## config.mk

```make
export PLATFORM = sky130hd
export DESIGN_NAME = as2650_bus_sequencer
export DESIGN_NICKNAME = d
export VERILOG_FILES = /design/src/rtl/as2650_bus_pkg.sv /design/src/rtl/as2650_bus_rr_arb.sv /design/src/rtl/as2650_bus_sequencer.sv
export SDC_FILE = /design/constraint.sdc
export NUM_CORES = 1
export LEC_CHECK = 0
export CAP_MARGIN = 20
export CORE_MARGIN = 1
export CORE_UTILIZATION = 39
export CTS_BUF_LIST = sky130_fd_sc_hd__clkbuf_4 sky130_fd_sc_hd__clkbuf_8 sky130_fd_sc_hd__clkbuf_16
export CTS_CLUSTER_SIZE = 10
export DETAILED_ROUTE_END_ITERATION = 16
export GPL_ROUTABILITY_DRIVEN = 0
export PLACE_DENSITY = 0.63
export SETUP_SLACK_MARGIN = 0.5
export SYNTH_ARGS = -nofsm -noshare
export SYNTH_HDL_FRONTEND = slang
export SYNTH_SLANG_ARGS = --single-unit
```

## constraint.sdc

```tcl
create_clock -name wb_clk_i -period 5.9 [get_ports wb_clk_i]
set_input_delay 1.475 -clock wb_clk_i [delete_from_list [all_inputs] [get_ports wb_clk_i]]
set_output_delay 1.475 -clock wb_clk_i [all_outputs]
set_load 0.01 [all_outputs]
```

## src/rtl/as2650_bus_pkg.sv

```systemverilog
// rtl/as2650_bus_pkg.sv - shared types and constants for the AS2650 external bus sequencer
package as2650_bus_pkg;

  typedef enum logic [2:0] {
    IDLE,
    ADDR_HI,
    ADDR_LO,
    READ,
    WRITE,
    WHOLD
  } bus_state_t;

  localparam logic PORT_CPU = 1'b0;
  localparam logic PORT_AUX = 1'b1;

  localparam int MAX_WAIT_STATES = 3;

endpackage

```

## src/rtl/as2650_bus_rr_arb.sv

```systemverilog
// rtl/as2650_bus_rr_arb.sv - two-port round-robin arbiter with last-grant register and ack mask
module as2650_bus_rr_arb
  import as2650_bus_pkg::*;
(
  input  logic       clk,
  input  logic       rst,
  input  logic [1:0] req_i,
  input  logic [1:0] mask_i,
  input  logic       take_i,
  output logic       gnt_valid_o,
  output logic       gnt_port_o
);

  logic       last_q;
  logic       last_d;
  logic [1:0] elig;

  // A port being acked this cycle still shows its old request, so it is masked out.
  always_comb begin
    elig        = req_i & ~mask_i;
    gnt_valid_o = |elig;
    case (elig)
      2'b01:   gnt_port_o = PORT_CPU;
      2'b10:   gnt_port_o = PORT_AUX;
      2'b11:   gnt_port_o = ~last_q;
      default: gnt_port_o = PORT_CPU;
    endcase
    last_d = (take_i && gnt_valid_o) ? gnt_port_o : last_q;
  end

  always_ff @(posedge clk or posedge rst) begin
    if (rst) last_q <= PORT_AUX;
    else     last_q <= last_d;
  end

endmodule

```

## src/rtl/as2650_bus_sequencer.sv

```systemverilog
// rtl/as2650_bus_sequencer.sv - multiplexed 8-bit bus sequencer (addr-hi/addr-lo latch, read, write) for two requesters
module as2650_bus_sequencer
  import as2650_bus_pkg::*;
#(
  parameter int WAIT_STATES = 0,
  parameter bit SKIP_HI     = 1'b1
) (
  input  logic        wb_clk_i,
  input  logic        wb_rst_i,
  input  logic [1:0]  req_i,
  input  logic [1:0]  we_i,
  input  logic [15:0] addr0_i,
  input  logic [15:0] addr1_i,
  input  logic [7:0]  wdata0_i,
  input  logic [7:0]  wdata1_i,
  output logic [1:0]  ack_o,
  output logic [7:0]  rdata_o,
  input  logic [7:0]  bus_in,
  output logic [7:0]  bus_out,
  output logic        bus_oe,
  output logic        le_hi,
  output logic        le_lo,
  output logic        OEb,
  output logic        WEb
);

  localparam int         WS_CLAMP = (WAIT_STATES > MAX_WAIT_STATES) ? MAX_WAIT_STATES : WAIT_STATES;
  localparam logic [1:0] WS_L     = WS_CLAMP[1:0];

  bus_state_t  state_q, state_d;
  logic [15:0] addr_q, addr_d;
  logic        we_q, we_d;
  logic [7:0]  wdata_q, wdata_d;
  logic        port_q, port_d;
  logic [1:0]  wait_q, wait_d;
  logic        hi_valid_q, hi_valid_d;
  logic [7:0]  hi_byte_q, hi_byte_d;
  logic [7:0]  bus_out_q, bus_out_d;
  logic        bus_oe_q, bus_oe_d;
  logic        oeb_q, oeb_d;
  logic        web_q, web_d;
  logic [1:0]  ack_q, ack_d;
  logic [7:0]  rdata_q, rdata_d;
  logic        st_hi_q, st_hi_d;
  logic        st_lo_q, st_lo_d;
  logic        neg_hi_q, neg_lo_q;

  logic        gnt_valid;
  logic        gnt_port;
  logic [15:0] sel_addr;

  as2650_bus_rr_arb u_arb (
    .clk         (wb_clk_i),
    .rst         (wb_rst_i),
    .req_i       (req_i),
    .mask_i      (ack_q),
    .take_i      (state_q == IDLE),
    .gnt_valid_o (gnt_valid),
    .gnt_port_o  (gnt_port)
  );

  assign sel_addr = gnt_port ? addr1_i : addr0_i;

  always_comb begin
    state_d    = state_q;
    addr_d     = addr_q;
    we_d       = we_q;
    wdata_d    = wdata_q;
    port_d     = port_q;
    wait_d     = wait_q;
    hi_valid_d = hi_valid_q;
    hi_byte_d  = hi_byte_q;
    bus_out_d  = bus_out_q;
    bus_oe_d   = bus_oe_q;
    oeb_d      = oeb_q;
    web_d      = web_q;
    ack_d      = 2'b00;
    rdata_d    = rdata_q;
    st_hi_d    = 1'b0;
    st_lo_d    = 1'b0;
    case (state_q)
      IDLE: begin
        bus_oe_d = 1'b1;
        oeb_d    = 1'b1;
        web_d    = 1'b1;
        if (gnt_valid) begin
          port_d  = gnt_port;
          addr_d  = sel_addr;
          we_d    = we_i[gnt_port];
          wdata_d = gnt_port ? wdata1_i : wdata0_i;
          wait_d  = 2'd0;
          if (!SKIP_HI || !hi_valid_q || (sel_addr[15:8] != hi_byte_q)) begin
            state_d    = ADDR_HI;
            bus_out_d  = sel_addr[15:8];
            st_hi_d    = 1'b1;
            hi_valid_d = 1'b1;
            hi_byte_d  = sel_addr[15:8];
          end else begin
            state_d   = ADDR_LO;
            bus_out_d = sel_addr[7:0];
            st_lo_d   = 1'b1;
          end
        end
      end
      ADDR_HI: begin
        state_d   = ADDR_LO;
        bus_out_d = addr_q[7:0];
        st_lo_d   = 1'b1;
      end
      ADDR_LO: begin
        wait_d = 2'd0;
        if (we_q) begin
          state_d   = WRITE;
          bus_out_d = wdata_q;
          bus_oe_d  = 1'b1;
          web_d     = 1'b0;
        end else begin
          state_d  = READ;
          bus_oe_d = 1'b0;
          oeb_d    = 1'b0;
        end
      end
      READ: begin
        if (wait_q == WS_L) begin
          state_d        = IDLE;
          oeb_d          = 1'b1;
          bus_oe_d       = 1'b1;
          rdata_d        = bus_in;
          ack_d[port_q]  = 1'b1;
        end else begin
          wait_d = wait_q + 2'd1;
        end
      end
      WRITE: begin
        if (wait_q == WS_L) begin
          state_d = WHOLD;
          web_d   = 1'b1;
        end else begin
          wait_d = wait_q + 2'd1;
        end
      end
      WHOLD: begin
        state_d       = IDLE;
        ack_d[port_q] = 1'b1;
      end
      default: state_d = IDLE;
    endcase
  end

  always_ff @(posedge wb_clk_i or posedge wb_rst_i) begin
    if (wb_rst_i) begin
      state_q    <= IDLE;
      addr_q     <= 16'h0000;
      we_q       <= 1'b0;
      wdata_q    <= 8'h00;
      port_q     <= PORT_CPU;
      wait_q     <= 2'd0;
      hi_valid_q <= 1'b0;
      hi_byte_q  <= 8'h00;
      bus_out_q  <= 8'h00;
      bus_oe_q   <= 1'b1;
      oeb_q      <= 1'b1;
      web_q      <= 1'b1;
      ack_q      <= 2'b00;
      rdata_q    <= 8'h00;
      st_hi_q    <= 1'b0;
      st_lo_q    <= 1'b0;
    end else begin
      state_q    <= state_d;
      addr_q     <= addr_d;
      we_q       <= we_d;
      wdata_q    <= wdata_d;
      port_q     <= port_d;
      wait_q     <= wait_d;
      hi_valid_q <= hi_valid_d;
      hi_byte_q  <= hi_byte_d;
      bus_out_q  <= bus_out_d;
      bus_oe_q   <= bus_oe_d;
      oeb_q      <= oeb_d;
      web_q      <= web_d;
      ack_q      <= ack_d;
      rdata_q    <= rdata_d;
      st_hi_q    <= st_hi_d;
      st_lo_q    <= st_lo_d;
    end
  end

  // Latch enables are high only for the first half of their cycle so the latches close mid-cycle.
  always_ff @(negedge wb_clk_i or posedge wb_rst_i) begin
    if (wb_rst_i) begin
      neg_hi_q <= 1'b0;
      neg_lo_q <= 1'b0;
    end else begin
      neg_hi_q <= st_hi_q;
      neg_lo_q <= st_lo_q;
    end
  end

  assign le_hi   = st_hi_q & ~neg_hi_q;
  assign le_lo   = st_lo_q & ~neg_lo_q;
  assign bus_out = bus_out_q;
  assign bus_oe  = bus_oe_q;
  assign OEb     = oeb_q;
  assign WEb     = web_q;
  assign ack_o   = ack_q;
  assign rdata_o = rdata_q;

endmodule

```

# == Word level (Yosys, flattened, before mapping) ==
# Index checks and enable logic that the tools add are counted.
# op_classes
n_reduce_logical,21
mux,35
n_eq_ne,14
bitwise_logic,7
n_lt_le_gt_ge,3
addsub,1
# ops
cell,n
two-way mux 8 bit,4
case mux 8 bit (3 select lines),1
AND reduction 3 bit,6
two-way mux 16 bit,1
case mux 3 bit (5 select lines),1
two-way mux 1 bit,12
two-way mux 3 bit,4
"inequality test 2 bit, second input constant",6
nonzero test 3 bit,4
case mux 1 bit (3 select lines),3
two-way mux 2 bit,4
inequality test 8 bit,1
"== test 3 x 2 -> 1 bit, second input constant",2
"== test 3 bit, second input constant",2
case mux 2 bit (3 select lines),1
AND reduction 2 bit,3
"== test 2 bit, second input constant",2
"less-than comparator 1 x 2 -> 1 bit, second input constant",2
case mux 1 bit (2 select lines),2
case mux 2 bit (2 select lines),1
OR reduction 2 bit,2
"== test 3 x 1 -> 1 bit, second input constant",1
logical NOT 3 bit,1
inverter 1 bit,3
10 further kinds,12
# totals
output_inout_bits,23
regBits,58
inputBits,62
wordCells,100

# == Longest topological paths before layout ==
# Gate-level depths: netlist of run 1.
# depth
depth_word,10
depth_mapped,9
depth_no_buf,7

# == Cells and area by module ==
# Synthesis of run 1 repeated with hierarchy kept, for this count alone.
# unflattened
cells_unflattened,293
hier_area_um2,3040.4
# by_module_without_submodules
mod,seq_area_each_um2,area_each_um2,cells_each,n_inst
as2650_bus_sequencer,1430.1,2947.8,283,1
as2650_bus_rr_arb,26.3,92.6,10,1

==> impl_metrics.toml, run 1 <==
[cells_and_area]
post_route_cells_drive_above_1_share_pct = 13.92
syn2layout_area_growth_pct = 35.46
regArea_um2 = 1456
antenna_cells = 0
multiInputGateArea_um2 = 1490
nNetsFinal = 453
fillers = 684

[cts]
clockBufferDepth = 2
numCtsBuffers = 9
cts_tree = "yes"
h-tree-depth = 3
cts_setup_buffers = 0
worstSkewPairLatency_ps = 330
root_buffer = "clkbuf_8"
path_clk_slew_ps = 60
cts_sinks = 58

[setup_path]
r2r_slack_ps = 2400
r2r_end = "neg_hi_q$_DFF_NP0_"
crit_family = "flip-flops"
cp_cell_sequence = "nor2b_1 -> buf_2"
cp-startpoint = "neg_hi_q$_DFF_NP0_"
r2r_start = "st_hi_q$_DFF_PP0_"
cp-end-kind = "output port"
crit_end = "le_hi"
cp_slowest_stage_delay_ps = 380
crit_required_ps = 4430
reg2regPathDepth = 0
startpoint_type = "register"
path_depth = 2
path_max_fanout = 1
crit_slowest_cell = "dfrtn_1"
path_class = "register to output port"
path_buf_inv = 1
crit_arrival_ps = 3820

[route]
ant_nets = 0
m1WireLength_um = 3467
met2_length_um = 3589
drt-vias-per-instance = 5.134
wl_met3_um = 335
wire_per_inst_um = 15.02
vias = 2536
wl_um = 7419
top_layer_used = "met4"
drt_iter0_markers = 135
drc = 0
dr.pass1.iters = 4

[timing]
tightest_slew_ps = 870.5
whs_ps = 449.8
worst_slew_margin_rel_pct = 41.97
report.final.slew_viol_count = 0
finalHoldViolCount = 0
fin_setup_tns_ps = 0
skew_ps = 8.017
rsz0062_at_grt = "false"
finalSetupViolations = 0

[synth]
syn-instance-count = 307
synth_top_cell_area_share_pct = 42.54
ys_seq_area_share_pct = 47.61
ys_warn_count = 0
yosys.cell_types.count = 42
yosys.area.top_type = "dfrtp_1"
syn_area_um2 = 3059
ys.flop_type = "dfrtp_1"
synthTopCellsByArea = "dfrtp_1 (43%), o21ai_0 (7.9%), mux2i_1 (5.6%), nand2_1 (4.2%), dfstp_2 (3.4%)"
async_flop_share_pct = 100.0
synth.avg_cell_area_um2 = 9.965
synth-edff-count = 0
ys_seq_elements = 58
synth_nets = 370

[global_route]
grt_pass1_vias = 2651
overflow = 0
track_usage_pct = 19.42
grt_max_degree = 33
antenna_found_initial = 0
grt_first_pass_wirelength_um = 12610

[die]
die_h_um = 90.57
io_pins = 85
die_area_um2 = 8202
rows = 31
start_util_pct = 41.29
coreArea_um2 = 7408
die_w_um = 90.57

[placement]
dp_hpwl_um = 5369
io_buffer_count = 84

[flow_run]
cap_violations = 0

[status]
status = "complete, no violations"

[power]
p_per_area_nw_per_um2 = 508.2
ir_worst_vdd_v = 0.0002578
power_leakage_uw = 0.001826

[worst_hold_path]
holdCritPathClass = "register to register"
## final cells by class
class,instances,share of cell area (%)
clock buffer,11,3.502
timing repair buffer,89,20.95
sequential,58,35.15
multi-input combinational,225,35.96
inverter,7,0.7246
clock inverter,5,0.7246
tap,99,2.989
## timing repair
item                                    in CTS  in global routing
endpoints found under the setup margin       2                  0
hold endpoints to repair                     0                  0
resized for setup                            8                  0
hold buffers                                 0                  0
## metrics by stage
stage / cell area [µm²] / instances / power, µW / utilization [%] / setup slack [ps]
after global placement: 3979 / 478 / 1763 / 53.71 / 511.1
after floorplan: 3063 / 307 / 1433 / - / 960.7
after CTS: 4144 / 494 / 2123 / 55.94 / 591.0
final: 4144 / 494 / 2106 / 55.94 / 604.2
after detailed placement: 3979 / 478 / 1796 / 53.71 / 511.6
after global routing: 4144 / 494 / 2280 / 55.94 / 548.3
## power breakdown
group | leakage (µW) | total (µW) | internal (µW) | switching [µW]
combinational | 0.00103 | 1040 | 505 | 534
clock | 0.0000885 | 324 | 166 | 158
sequential | 0.000704 | 742 | 596 | 146
total | 0.00183 | 2110 | 1270 | 839
## per-layer routing
layer	track usage, %	vias to the layer above
met5	0	-
met4	5.242	0
met3	4.125	5
met2	33.40	61
met1	24.62	1202
li1	-	1268
## sequential cells by signal, summed over array words and instances (netlist names), 2 cells and up
signal,cells
rdata_o,8
state_q,3
wdata_q,8
wait_q,2
addr_q,8
hi_byte_q,8
bus_out,8
ack_o,2
## placed cells by master, fill, tap and decap left out, drive strengths merged, types with 2 or more instances in the layout
cell type / Yosys / layout
clkinvlp: 0 / 3
dfrtp: 52 / 52
a21oi: 12 / 12
o22ai: 10 / 10
mux2: 16 / 16
clkbuf: 11 / 11
and3: 5 / 5
mux2i: 17 / 17
or3: 3 / 3
nor2b: 9 / 9
nand2b: 3 / 3
a221oi: 9 / 9
clkinv: 0 / 3
inv: 7 / 6
o21ai: 48 / 48
nand3: 9 / 9
clkdlybuf4s50: 0 / 82
dfrtn: 2 / 2
a21boi: 4 / 4
nor4b: 2 / 2
dfstp: 4 / 4
nand2: 34 / 34
buf: 6 / 7
nand3b: 2 / 2
and2: 6 / 6
nor2: 23 / 23
## Yosys cell counts, drive strengths merged, types with 2 or more instances
master  instances
a221oi          9
a21oi          12
or3             3
nand2          34
nand3           9
and3            5
nor2b           9
mux2i          17
nor4b           2
buf             6
dfrtp          52
nor2           23
clkbuf         11
and2            6
dfstp           4
nand3b          2
inv             7
o22ai          10
nand2b          3
o21ai          48
mux2           16
dfrtn           2
a21boi          4
## worst min-delay path by stage
stage               slack, ps                     end  cells after the start              startpoint
finish                    450  hi_valid_q$_DFFE_PP0P_                      2  hi_valid_q$_DFFE_PP0P_
global route              450  hi_valid_q$_DFFE_PP0P_                      2  hi_valid_q$_DFFE_PP0P_
CTS                       450  hi_valid_q$_DFFE_PP0P_                      2  hi_valid_q$_DFFE_PP0P_
detailed placement        440  hi_valid_q$_DFFE_PP0P_                      2  hi_valid_q$_DFFE_PP0P_
global placement          430  hi_valid_q$_DFFE_PP0P_                      2  hi_valid_q$_DFFE_PP0P_
floorplan                 410  hi_valid_q$_DFFE_PP0P_                      2  hi_valid_q$_DFFE_PP0P_
## cell families after synthesis
family          after synthesis  share of synthesized area, %
compound gates               90                         18.81
xor+xnor                      1                        0.2864
fa+ha+maj                     1                        0.4089
buf+inv                      24                         3.681
flops                        58                         47.61
mux                          33                         12.31
simple gates                100                         16.89
(Power assumes the default switching activity.)
==> run 2: changes to the inputs <==
--- a/constraint.sdc
+++ b/constraint.sdc
@@ -3,2 +3,2 @@
 set_output_delay 1.475 -clock wb_clk_i [all_outputs]
-set_load 0.01 [all_outputs]
+set_load 0.02 [all_outputs]
==> run 2 against run 1 <==
Sequential cell count unchanged. Hold slack got worse by 5.1 ps. Non-clock buffer count unchanged. Die area unchanged. Via count decreased by 0.35%. Highest routed layer unchanged. Largest cell class unchanged. Combinational power increased by 5%.
==> impl_metrics.toml, run 2 (synthesized netlist as in run 1, its figures left out) <==
[route]
wire_per_inst_um = 14.79
ant_nets = 0
drc = 0
drt_iter0_markers = 139
vias = 2527
drt-vias-per-instance = 5.115
wl_um = 7304
dr.pass1.iters = 4

[cts]
cts_tree = "yes"
root_buffer = "clkbuf_8"
clockBufferDepth = 2
h-tree-depth = 3
worstSkewPairLatency_ps = 330
numCtsBuffers = 9
cts_setup_buffers = 0
cts_hold_buf = 0
path_clk_slew_ps = 60
cts_sinks = 58
cts.repair.resized = 8

[timing]
worst_slack_ps = 566.6
report.final.slew_viol_count = 0
skew_ps = 7.443
finalHoldViolCount = 0
worst_slew_margin_rel_pct = 43.05
tightest_slew_ps = 854.3
rsz0062_at_grt = "false"
whs_ps = 444.8
finalSetupViolations = 0
fin_setup_tns_ps = 0

[setup_path]
cp-end-kind = "output port"
startpoint_type = "register"
crit_arrival_ps = 3860
crit_required_ps = 4430
path_max_fanout = 1
path_class = "register to output port"

[cells_and_area]
antenna_cells = 0
final_cell_mix = "clkdlybuf4s50_1 (82), dfrtp_1 (52), o21ai_0 (48)"
syn2layout_area_growth_pct = 37.46
final_common_cell = "clkdlybuf4s50_1"
stdcell_area_um2 = 4205
post_route_cells_drive_above_1_share_pct = 13.92
regArea_um2 = 1456
multiInputGateArea_um2 = 1490
nNetsFinal = 453
fillers = 666

[die]
io_pins = 85
coreArea_um2 = 7408
die_w_um = 90.57
rows = 31
start_util_pct = 41.29
die_area_um2 = 8202
die_h_um = 90.57

[flow_run]
cap_violations = 0

[power]
total_power_uw = 2271
p_per_area_nw_per_um2 = 540.1
power_leakage_uw = 0.001861
ir_worst_vdd_v = 0.0002674

[placement]
dpl_cell_area_um2 = 3979
dp_hpwl_um = 5325
place_worst_setup_slack_ps = 449.4
io_buffer_count = 84

[global_route]
overflow = 0
grt_max_degree = 33
antenna_found_initial = 0
grt_first_pass_wirelength_um = 12310
grt_pass1_vias = 2548
track_usage_pct = 19.09

[status]
status = "complete, no violations"

[worst_hold_path]
holdCritPathClass = "register to register"
[run 2: worst max-delay path: stages, from the launching register on]
cell and delay, ps:
dfrtn_1 330, nor2b_1 100, buf_2 160
[run 2: metrics by stage]
stage / cells / utilization (%)
after global routing: 494 / 56.76
final: 494 / 56.76
after floorplan: 307 / -
after global placement: 478 / 53.71
after CTS: 494 / 56.76
after detailed placement: 478 / 53.71
[run 2: final cells by class]
type,count,share of cell area [%]
Clock buffer,10,3.124
Clock inverter,6,2.499
Inverter,7,0.7141
Multi-Input combinational cell,225,35.44
Sequential cell,58,34.63
Tap cell,99,2.946
Timing Repair Buffer,89,20.65
[run 2: worst paths after layout]
| kind | startpoint | end | slack, ps | depth (start not counted) |
|---|---|---|---|---|
| worst max-delay path | neg_hi_q$_DFF_NP0_ | le_hi | 570 | 2 |
| min in group asynchronous | wb_rst_i | we_q$_DFFE_PP0P_ | 1690 | 3 |
| worst min register to register | hi_valid_q$_DFFE_PP0P_ | hi_valid_q$_DFFE_PP0P_ | 440 | 2 |
| max in group asynchronous | wb_rst_i | neg_lo_q$_DFF_NP0_ | 1490 | 2 |
| worst max register to register | st_hi_q$_DFF_PP0_ | neg_hi_q$_DFF_NP0_ | 2390 | 0 |
| worst min-delay path | hi_valid_q$_DFFE_PP0P_ | hi_valid_q$_DFFE_PP0P_ | 440 | 2 |
[run 2: routing by layer]
| layer | wire (µm) | GRT usage (%) | vias up |
|---|---|---|---|
| met1 | 3372 | 24.97 | 1188 |
| met5 | 0 | 0 | - |
| met4 | 58 | 5.511 | 0 |
| met3 | 330 | 4.545 | 8 |
| met2 | 3543 | 31.38 | 62 |
| li1 | - | - | 1269 |
[run 2: where the power goes]
group	total (µW)	switching (µW)	internal (µW)
Combinational	1090	587	506
Clock	440	157	283
Sequential	739	143	596
==> run 3: changes to the inputs <==
CORE_UTILIZATION = 52   (was 39)
GPL_ROUTABILITY_DRIVEN = not set   (was 0)
PLACE_DENSITY = 0.82   (was 0.63)
==> run 3 against run 2 <==
Count of clock-buffer cells in the layout up 4. Cell count shrank 5.7%. Routed wire length up 1.1%. Critical path type unchanged. Critical endpoint is now le_lo.
==> impl_metrics.toml, run 3 (synthesized netlist as in run 1, its figures left out) <==
[die]
coreArea_um2 = 5574
die_area_um2 = 6194
io_pins = 85
rows = 27
die_w_um = 78.70
die_h_um = 78.70
start_util_pct = 54.88

[global_route]
overflow = 0
grt_first_pass_wirelength_um = 11850
track_usage_pct = 25.20
grt_max_degree = 53
antenna_found_initial = 0
grt_pass1_vias = 2586

[setup_path]
cp-end-kind = "output port"
r2r_start = "st_lo_q$_DFF_PP0_"
crit_arrival_ps = 3900
r2r_slack_ps = 2400
reg2regPathDepth = 0
path_max_fanout = 1
r2r_end = "neg_lo_q$_DFF_NP0_"
startpoint_type = "register"
crit_required_ps = 4430
path_class = "register to output port"

[timing]
skew_ps = 9.534
worst_slew_margin_rel_pct = 29.62
finalSetupViolations = 0
report.final.slew_viol_count = 0
tightest_slew_ps = 1053
fin_setup_tns_ps = 0
finalHoldViolCount = 0
whs_ps = 444.6
rsz0062_at_grt = "true"

[cts]
numCtsBuffers = 9
cts_sinks = 58
h-tree-depth = 3
clockBufferDepth = 2
cts_tree = "yes"
cts_setup_buffers = 0
root_buffer = "clkbuf_8"
cts_hold_buf = 0
cts.repair.resized = 8
worstSkewPairLatency_ps = 330
path_clk_slew_ps = 60

[placement]
dpl_cell_area_um2 = 3938
dp_hpwl_um = 5282
routabilityCongestion = 0.8065
io_buffer_count = 84
dpl.cell_count = 450

[worst_hold_path]
holdCritPathClass = "register to register"
hold_depth = 1
hold-path-endpoint = "ack_o[0]$_DFF_PP0_"
hold_start = "port_q$_DFFE_PP0P_"

[route]
dr.pass1.iters = 5
vias = 2669
drt_iter0_markers = 210
drc = 0
ant_nets = 0
wl_um = 7381
drt-vias-per-instance = 5.727
wire_per_inst_um = 15.84

[cells_and_area]
syn2layout_area_growth_pct = 35.38
post_route_cells_drive_above_1_share_pct = 13.71
instances_no_fill = 466
final_util_pct = 74.30
final_common_cell = "clkdlybuf4s50_1"
antenna_cells = 0
nNetsFinal = 452
final_cell_mix = "clkdlybuf4s50_1 (82), dfrtp_1 (52), o21ai_0 (48)"
stdcell_area_um2 = 4141

[power]
ir_worst_vdd_v = 0.0003273
p_per_area_nw_per_um2 = 539.4
power_leakage_uw = 0.001845

[status]
status = "complete, no violations"

[flow_run]
cap_violations = 0
[run 3: changes by cell type in the layout (fill, tap and decap cells not counted), sizes merged]
cell,delta
buf,-1
bufinv,-2
clkbuf,+4
clkinv,-2
[run 3: cell type report]
type / count / area [µm²]
clock buffers: 14 / 173.9
clock inverters: 2 / 35.03
fillers: 414 / 1433
inverters: 7 / 30.03
multi-input cells: 225 / 1490
flip-flops and latches: 58 / 1456
well taps: 72 / 90.09
repair buffers: 88 / 865.8
[run 3: per-stage QoR]
stage	total power, µW	setup WS [ps]
finish	2234	527.2
global route	2386	473.2
CTS	2240	506.8
detailed placement	1854	409.3
global placement	1800	468.9
floorplan	1489	853.6
[run 3: layer usage]
metal / global-route usage (%) / wire length, µm / part of all wire [%]
met1: 30.88 / 3067 / 42
met2: 43.65 / 3841 / 52
met3: 4.138 / 319 / 4.3
met4: 11.11 / 153 / 2.1
met5: 0 / 0 / 0
[run 3: how the worst max path moves through the flow]
stage	from	endpoint	cells past startpoint	slack (ps)
detailed placement	neg_lo_q$_DFF_NP0_	le_lo	2	410
global route	neg_lo_q$_DFF_NP0_	le_lo	2	470
finish	neg_lo_q$_DFF_NP0_	le_lo	2	530
floorplan	neg_hi_q$_DFF_NP0_	le_hi	1	850
CTS	neg_lo_q$_DFF_NP0_	le_lo	2	510
global placement	neg_hi_q$_DFF_NP0_	le_hi	2	470
[run 3: power breakdown]
| group | switching, µW | leakage (µW) | total (µW) | internal [µW] |
|---|---|---|---|---|
| clock network | 150 | 0.000111 | 382 | 232 |
| logic | 597 | 0.00103 | 1110 | 508 |
| registers | 150 | 0.000704 | 746 | 596 |
[run 3: worst max-delay path, cell delays in order (launching register included)]
cell and delay, ps:
dfrtn_1 330, nor2b_1 130, buf_4 160
